$ cat src/rtl/time_tag_emitter.sv
`default_nettype none
//==============================================================================
// time_tag_emitter
//   Decimates timer periods and emits one framed time tag per enabled block ID
//   into a first-word-fall-through FIFO with valid/ready output.
// Revision: 1.0
//==============================================================================
module time_tag_emitter #(
  parameter int CRC_BITS       = 5,
  parameter int MODULE_ID_BITS = 4,
  parameter int BLOCK_ID_BITS  = 2,
  parameter int NUM_BLOCKS     = 4,
  parameter int PERIOD_BITS    = 48,
  parameter int DATA_BITS      = 128,
  parameter int FIFO_DEPTH     = 8,
  parameter int DIV_BITS       = 8
) (
  input  logic                          clk,
  input  logic                          rst,
  input  logic [MODULE_ID_BITS-1:0]     module_id,
  input  logic                          period_done,
  input  logic [NUM_BLOCKS-1:0]         block_mask,
  input  logic [NUM_BLOCKS-1:0]         stall,
  input  logic [DIV_BITS-1:0]           tag_div,
  output logic                          tt_valid,
  input  logic                          tt_ready,
  output logic [DATA_BITS-1:0]          tt,
  output logic [$clog2(FIFO_DEPTH):0]   fifo_level,
  output logic [15:0]                   dropped_count
);

  localparam int AW      = $clog2(FIFO_DEPTH);
  localparam int FLG_POS = DATA_BITS - CRC_BITS - 1;
  localparam int MID_MSB = FLG_POS - 1;
  localparam int BID_MSB = MID_MSB - MODULE_ID_BITS;

  typedef enum logic [1:0] {
    S_IDLE = 2'd0,
    S_WAIT = 2'd1,
    S_EMIT = 2'd2
  } state_t;

  state_t                     r_state;
  logic [PERIOD_BITS-1:0]     r_period_cnt;
  logic [PERIOD_BITS-1:0]     r_period_snap;
  logic [DIV_BITS-1:0]        r_div_cnt;
  logic [NUM_BLOCKS-1:0]      r_mask_snap;
  logic [NUM_BLOCKS-1:0]      r_pend;
  logic [15:0]                r_dropped;
  logic [DATA_BITS-1:0]       r_mem [FIFO_DEPTH];
  logic [AW-1:0]              r_wr_ptr;
  logic [AW-1:0]              r_rd_ptr;
  logic [AW:0]                r_level;

  logic                       w_trigger;
  logic                       w_full;
  logic                       w_push;
  logic                       w_pop;
  logic [BLOCK_ID_BITS-1:0]   w_blk_idx;
  logic [NUM_BLOCKS-1:0]      w_pend_next;
  logic [DATA_BITS-1:0]       w_tag;

  assign w_trigger   = period_done & (r_div_cnt >= tag_div);
  assign w_full      = (r_level == (AW+1)'(FIFO_DEPTH));
  assign w_push      = (r_state == S_EMIT) & ~w_full;
  assign w_pop       = (r_level != '0) & tt_ready;
  assign w_pend_next = r_pend & ~(NUM_BLOCKS'(1) << w_blk_idx);

  // Lowest still-pending block is the one written this cycle.
  always_comb begin
    w_blk_idx = '0;
    for (int i = NUM_BLOCKS - 1; i >= 0; i--) begin
      if (r_pend[i]) w_blk_idx = BLOCK_ID_BITS'(i);
    end
  end

  always_comb begin
    w_tag = '0;
    w_tag[DATA_BITS-1 -: CRC_BITS]          = {CRC_BITS{1'b1}};
    w_tag[MID_MSB -: MODULE_ID_BITS]        = module_id;
    w_tag[BID_MSB -: BLOCK_ID_BITS]         = w_blk_idx;
    w_tag[PERIOD_BITS-1:0]                  = r_period_snap;
  end

  // Reset parks the FSM in WAIT with a zero snapshot so that release emits period-0 tags.
  always_ff @(posedge clk) begin
    if (rst) begin
      r_period_cnt  <= '0;
      r_div_cnt     <= '0;
      r_dropped     <= '0;
      r_state       <= S_WAIT;
      r_period_snap <= '0;
      r_mask_snap   <= block_mask;
      r_pend        <= '0;
    end else begin
      if (period_done) begin
        r_period_cnt <= r_period_cnt + PERIOD_BITS'(1);
        r_div_cnt    <= w_trigger ? '0 : r_div_cnt + DIV_BITS'(1);
      end
      if (w_trigger && (r_state != S_IDLE) && (r_dropped != 16'hFFFF)) begin
        r_dropped <= r_dropped + 16'd1;
      end
      case (r_state)
        S_IDLE: begin
          if (w_trigger) begin
            r_period_snap <= r_period_cnt + PERIOD_BITS'(1);
            r_mask_snap   <= block_mask;
            r_state       <= S_WAIT;
          end
        end
        S_WAIT: begin
          if ((stall & r_mask_snap) == '0) begin
            r_pend  <= r_mask_snap;
            r_state <= (r_mask_snap != '0) ? S_EMIT : S_IDLE;
          end
        end
        S_EMIT: begin
          if (!w_full) begin
            r_pend <= w_pend_next;
            if (w_pend_next == '0) r_state <= S_IDLE;
          end
        end
        default: r_state <= S_IDLE;
      endcase
    end
  end

  always_ff @(posedge clk) begin
    if (w_push) r_mem[r_wr_ptr] <= w_tag;
  end

  always_ff @(posedge clk) begin
    if (rst) begin
      r_wr_ptr <= '0;
      r_rd_ptr <= '0;
      r_level  <= '0;
    end else begin
      if (w_push) r_wr_ptr <= r_wr_ptr + AW'(1);
      if (w_pop)  r_rd_ptr <= r_rd_ptr + AW'(1);
      case ({w_push, w_pop})
        2'b10:   r_level <= r_level + (AW+1)'(1);
        2'b01:   r_level <= r_level - (AW+1)'(1);
        default: r_level <= r_level;
      endcase
    end
  end

  assign tt_valid      = (r_level != '0);
  assign tt            = tt_valid ? r_mem[r_rd_ptr] : '0;
  assign fifo_level    = r_level;
  assign dropped_count = r_dropped;

endmodule
`default_nettype wire

$ cat config.mk
export PLATFORM = sky130hd
export DESIGN_NAME = time_tag_emitter
export DESIGN_NICKNAME = d
export VERILOG_FILES = /design/src/rtl/time_tag_emitter.sv
export SDC_FILE = /design/constraint.sdc
export NUM_CORES = 1
export LEC_CHECK = 0
export BUFFER_PORTS_ARGS = -buffer_cell sky130_fd_sc_hd__buf_2
export CORE_UTILIZATION = 50
export CTS_CLUSTER_DIAMETER = 40
export DETAILED_ROUTE_END_ITERATION = 7
export PLACE_DENSITY_LB_ADDON = 0.1
export SLEW_MARGIN = 20
export SYNTH_ARGS = -nofsm -noshare
export SYNTH_HDL_FRONTEND = slang
export SYNTH_SLANG_ARGS = --single-unit
export TNS_END_PERCENT = 5
$ cat constraint.sdc
create_clock -name clk -period 4.7 [get_ports clk]
set_input_delay 0.94 -clock clk [delete_from_list [all_inputs] [get_ports clk]]
set_output_delay 0.94 -clock clk [all_outputs]
set_load 0.02 [all_outputs]
==> metrics <==
RSZ-0062 raised after global routing no; endpoints failing hold 0; antenna viol nets, final 0; global route overflow 0; Final Cycle Share 78.0%; overall routing resource usage 20.6%; final wirelength 48,000 µm; IO Pins 173; flops & latches, synth around 580; Detailed Routing Iterations Pass 1 5; # fillers between 3k and 4k; Power Density between 400 and 500 mW/mm²; Crit-path slowest cell dfxtp_4; critical path data arrival time 2720 ps; Setup Fix Bufs, Post-CTS 0; VDD IR max 0.000278 V; DRC 0; Worst Max-Slew Pin Slew about 1000 ps; clk root buf clkbuf_16; n_diodes 0; Slew HR 30.3%; crit path max fanout 55; initial antenna violation count 0; Compound-Gate Fraction of Synth Area 3.08%; Max Root-Sink Buffers 3; routed len/inst 20.6 µm; cts repair resizes 0; DP HPWL 27,900 µm; leakage 9.29 nW; # nets final 1,705; Ys Warns 0; Worst-path clk slew 50 ps; sequential share of the synthesized area between 60% and 70%; first-pass GRT wire length ~74,000 µm; TritonCTS Sinks 575; Core Area 0.0466 mm²; Post-synth EDFFs around 440; FMAX 0.273 GHz; clock latency on the worst-skew pair around 600 ps; critical path cell sequence buf_12 -> mux4_2 -> mux2i_1 -> nor2_1 -> buf_2; Synth async-reset ratio 0%; area delta synth->final 15.4%; vias 12.9k; number of max-cap violations 0; die area 0.0481 mm²; share of layout cells above drive strength 1 22.8%; Crit path required time 3760 ps; # H-tree levels 3; Hold WC Path Type flop to flop; CTS Buf Count 79; Final setup viols 0; starting density of the core 50.8%; Synth Flop Type edfxtp_1; chip width 219 µm; TritonCTS clock tree built; Final GP Congestion 0.814; Worst Hold Slack 487 ps; syn_area_per_cell 15.3 µm²; Worst Path Buf+Inv 2; critical path endpoint category primary output; final core occ 58.6%; XOR/XNOR Fraction of Synth Area about 4.1%; cells after synthesis between 1.5k and 2k; largest family of logic cells by synthesized area multiplexers; initial DRC count 800; Worst setup SP type flop; fin crit period 3660 ps; vias in the first global route about 13k; adder-cell share of the synthesized area 0.932%; largest net degree at the start of global routing 94; status completed; row count 79; Worst Skew between 20 and 25 ps; Final Max Tran Viols 0; critical path class flop to primary output; post-synth design cell area 0.0236 mm²; crit-path leading delay family multiplexers; Synth Area in Simple Gates just under 8%; Die Height 219 µm; Via density 5.53; PortBufs 103; mux contribution to synthesized area 12.7%; hold-fix buffers at CTS 0; largest stage delay on the critical path 590 ps; synth unique cells 56
## per-stage QoR
step           instance area (µm²)  worst slack (ps)  TNS [ps]  power (W)  cells
6_report                     27300              1040         0     0.0118   2337
5_1_grt                      27300               833         0     0.0122   2337
4_1_cts                      27300               906         0     0.0120   2337
3_5_place_dp                 24700              1000         0    0.00625   2190
3_3_place_gp                 24700               993         0    0.00624   2190
2_1_floorplan                23900              -623    -33640    0.00610   1608
## cell families (layout without fill, tap and decap cells)
family	Yosys count	count (layout)
xor+xnor	111	111
compound gates	102	102
mux	165	165
other cells	1	69
simple gates	394	394
buf+inv	175	297
fa+ha+maj	17	17
flops	575	575
## report_power, final
| group | internal [W] | total, W | switching, W |
|---|---|---|---|
| Sequential | 0.00544 | 0.00547 | 0.0000295 |
| Combinational | 0.000257 | 0.000663 | 0.000406 |
| Clock | 0.00343 | 0.00571 | 0.00228 |
| Total | 0.00912 | 0.0118 | 0.00272 |
## flip-flops by register name, summed over array words and instances, names as in the netlist, named ones only
register,flops
r_period_snap,48
r_mask_snap,4
fifo_level,4
r_div_cnt,8
dropped_count,16
r_state,2
r_rd_ptr,3
r_period_cnt,48
r_mem,432
r_wr_ptr,3
r_pend,4
## placed cells by master, fill, tap and decap left out, types with 33 or more instances in the layout
cell / n
edfxtp_1: 436
nor2_1: 160
dfxtp_1: 136
mux4_2: 108
buf_2: 102
clkbuf_16: 84
xor2_1: 77
conb_1: 69
nand2_1: 61
mux2i_1: 57
nand3_1: 43
xnor2_1: 34
nand4_1: 33
## worst paths after layout
kind | to | slack [ps] | cells past startpoint | start
hold / removal | r_wr_ptr[0] | 490 | 2 | r_wr_ptr[0]
setup reg to reg | r_mask_snap[1] | 1630 | 8 | r_div_cnt[0]
setup / recovery | tt[27] | 1040 | 5 | flop
hold reg to reg | r_wr_ptr[0] | 490 | 2 | r_wr_ptr[0]
## synth_stat cells, types with 2 or more instances
library cell / n / area share, %
xor2_1: 77 / 2.9
nand4_1: 33 / 0.87
ha_1: 16 / 0.85
nand3_1: 43 / 0.91
and2_1: 6 / 0.16
o21a_1: 3 / 0.095
a22o_1: 29 / 1.1
and3_1: 15 / 0.40
and4_1: 6 / 0.22
mux4_2: 108 / 10
dfxtp_1: 139 / 12
clkbuf_1: 52 / 0.83
buf_2: 10 / 0.21
a211oi_1: 12 / 0.38
a21oi_1: 24 / 0.51
nand2b_1: 6 / 0.16
or2_2: 2 / 0.053
nor2b_1: 4 / 0.11
xnor2_1: 34 / 1.3
nor2_1: 166 / 2.6
edfxtp_1: 436 / 55
mux2i_1: 57 / 2.4
buf_1: 17 / 0.27
buf_4: 75 / 2.4
nand2_1: 61 / 0.97
nor4_1: 10 / 0.26
or3_1: 11 / 0.29
o21ai_0: 12 / 0.25
o2bb2ai_1: 7 / 0.26
a22oi_1: 4 / 0.13
a21o_1: 2 / 0.064
nor3_1: 20 / 0.42
inv_1: 20 / 0.32
## final cells by class
type / count / area (µm²) / share of cell area, %
clock buffer: 96 / 2180 / 7.98
clock inverter: 51 / 417 / 1.53
inverter: 20 / 75.1 / 0.275
multi-input combinational: 858 / 7140 / 26.2
sequential: 575 / 15900 / 58.2
tap: 607 / 759 / 2.78
timing repair buffer: 130 / 821 / 3.01
## tightest hold or removal path: cells and delay by family, from the launching register on
family          cells  cell delay, ps
compound gates      1              50
flops               1             320
simple gates        1              60
## routing by layer
layer | vias up | wire length [µm] | track usage (%)
li1 | 5969 | - | -
met1 | 6558 | 21700 | 28.7
met2 | 331 | 23200 | 33.3
met3 | 60 | 2230 | 3.33
met4 | 0 | 878 | 6.37
met5 | - | 0 | 0
No activity file was read; power rests on OpenSTA's default activity.
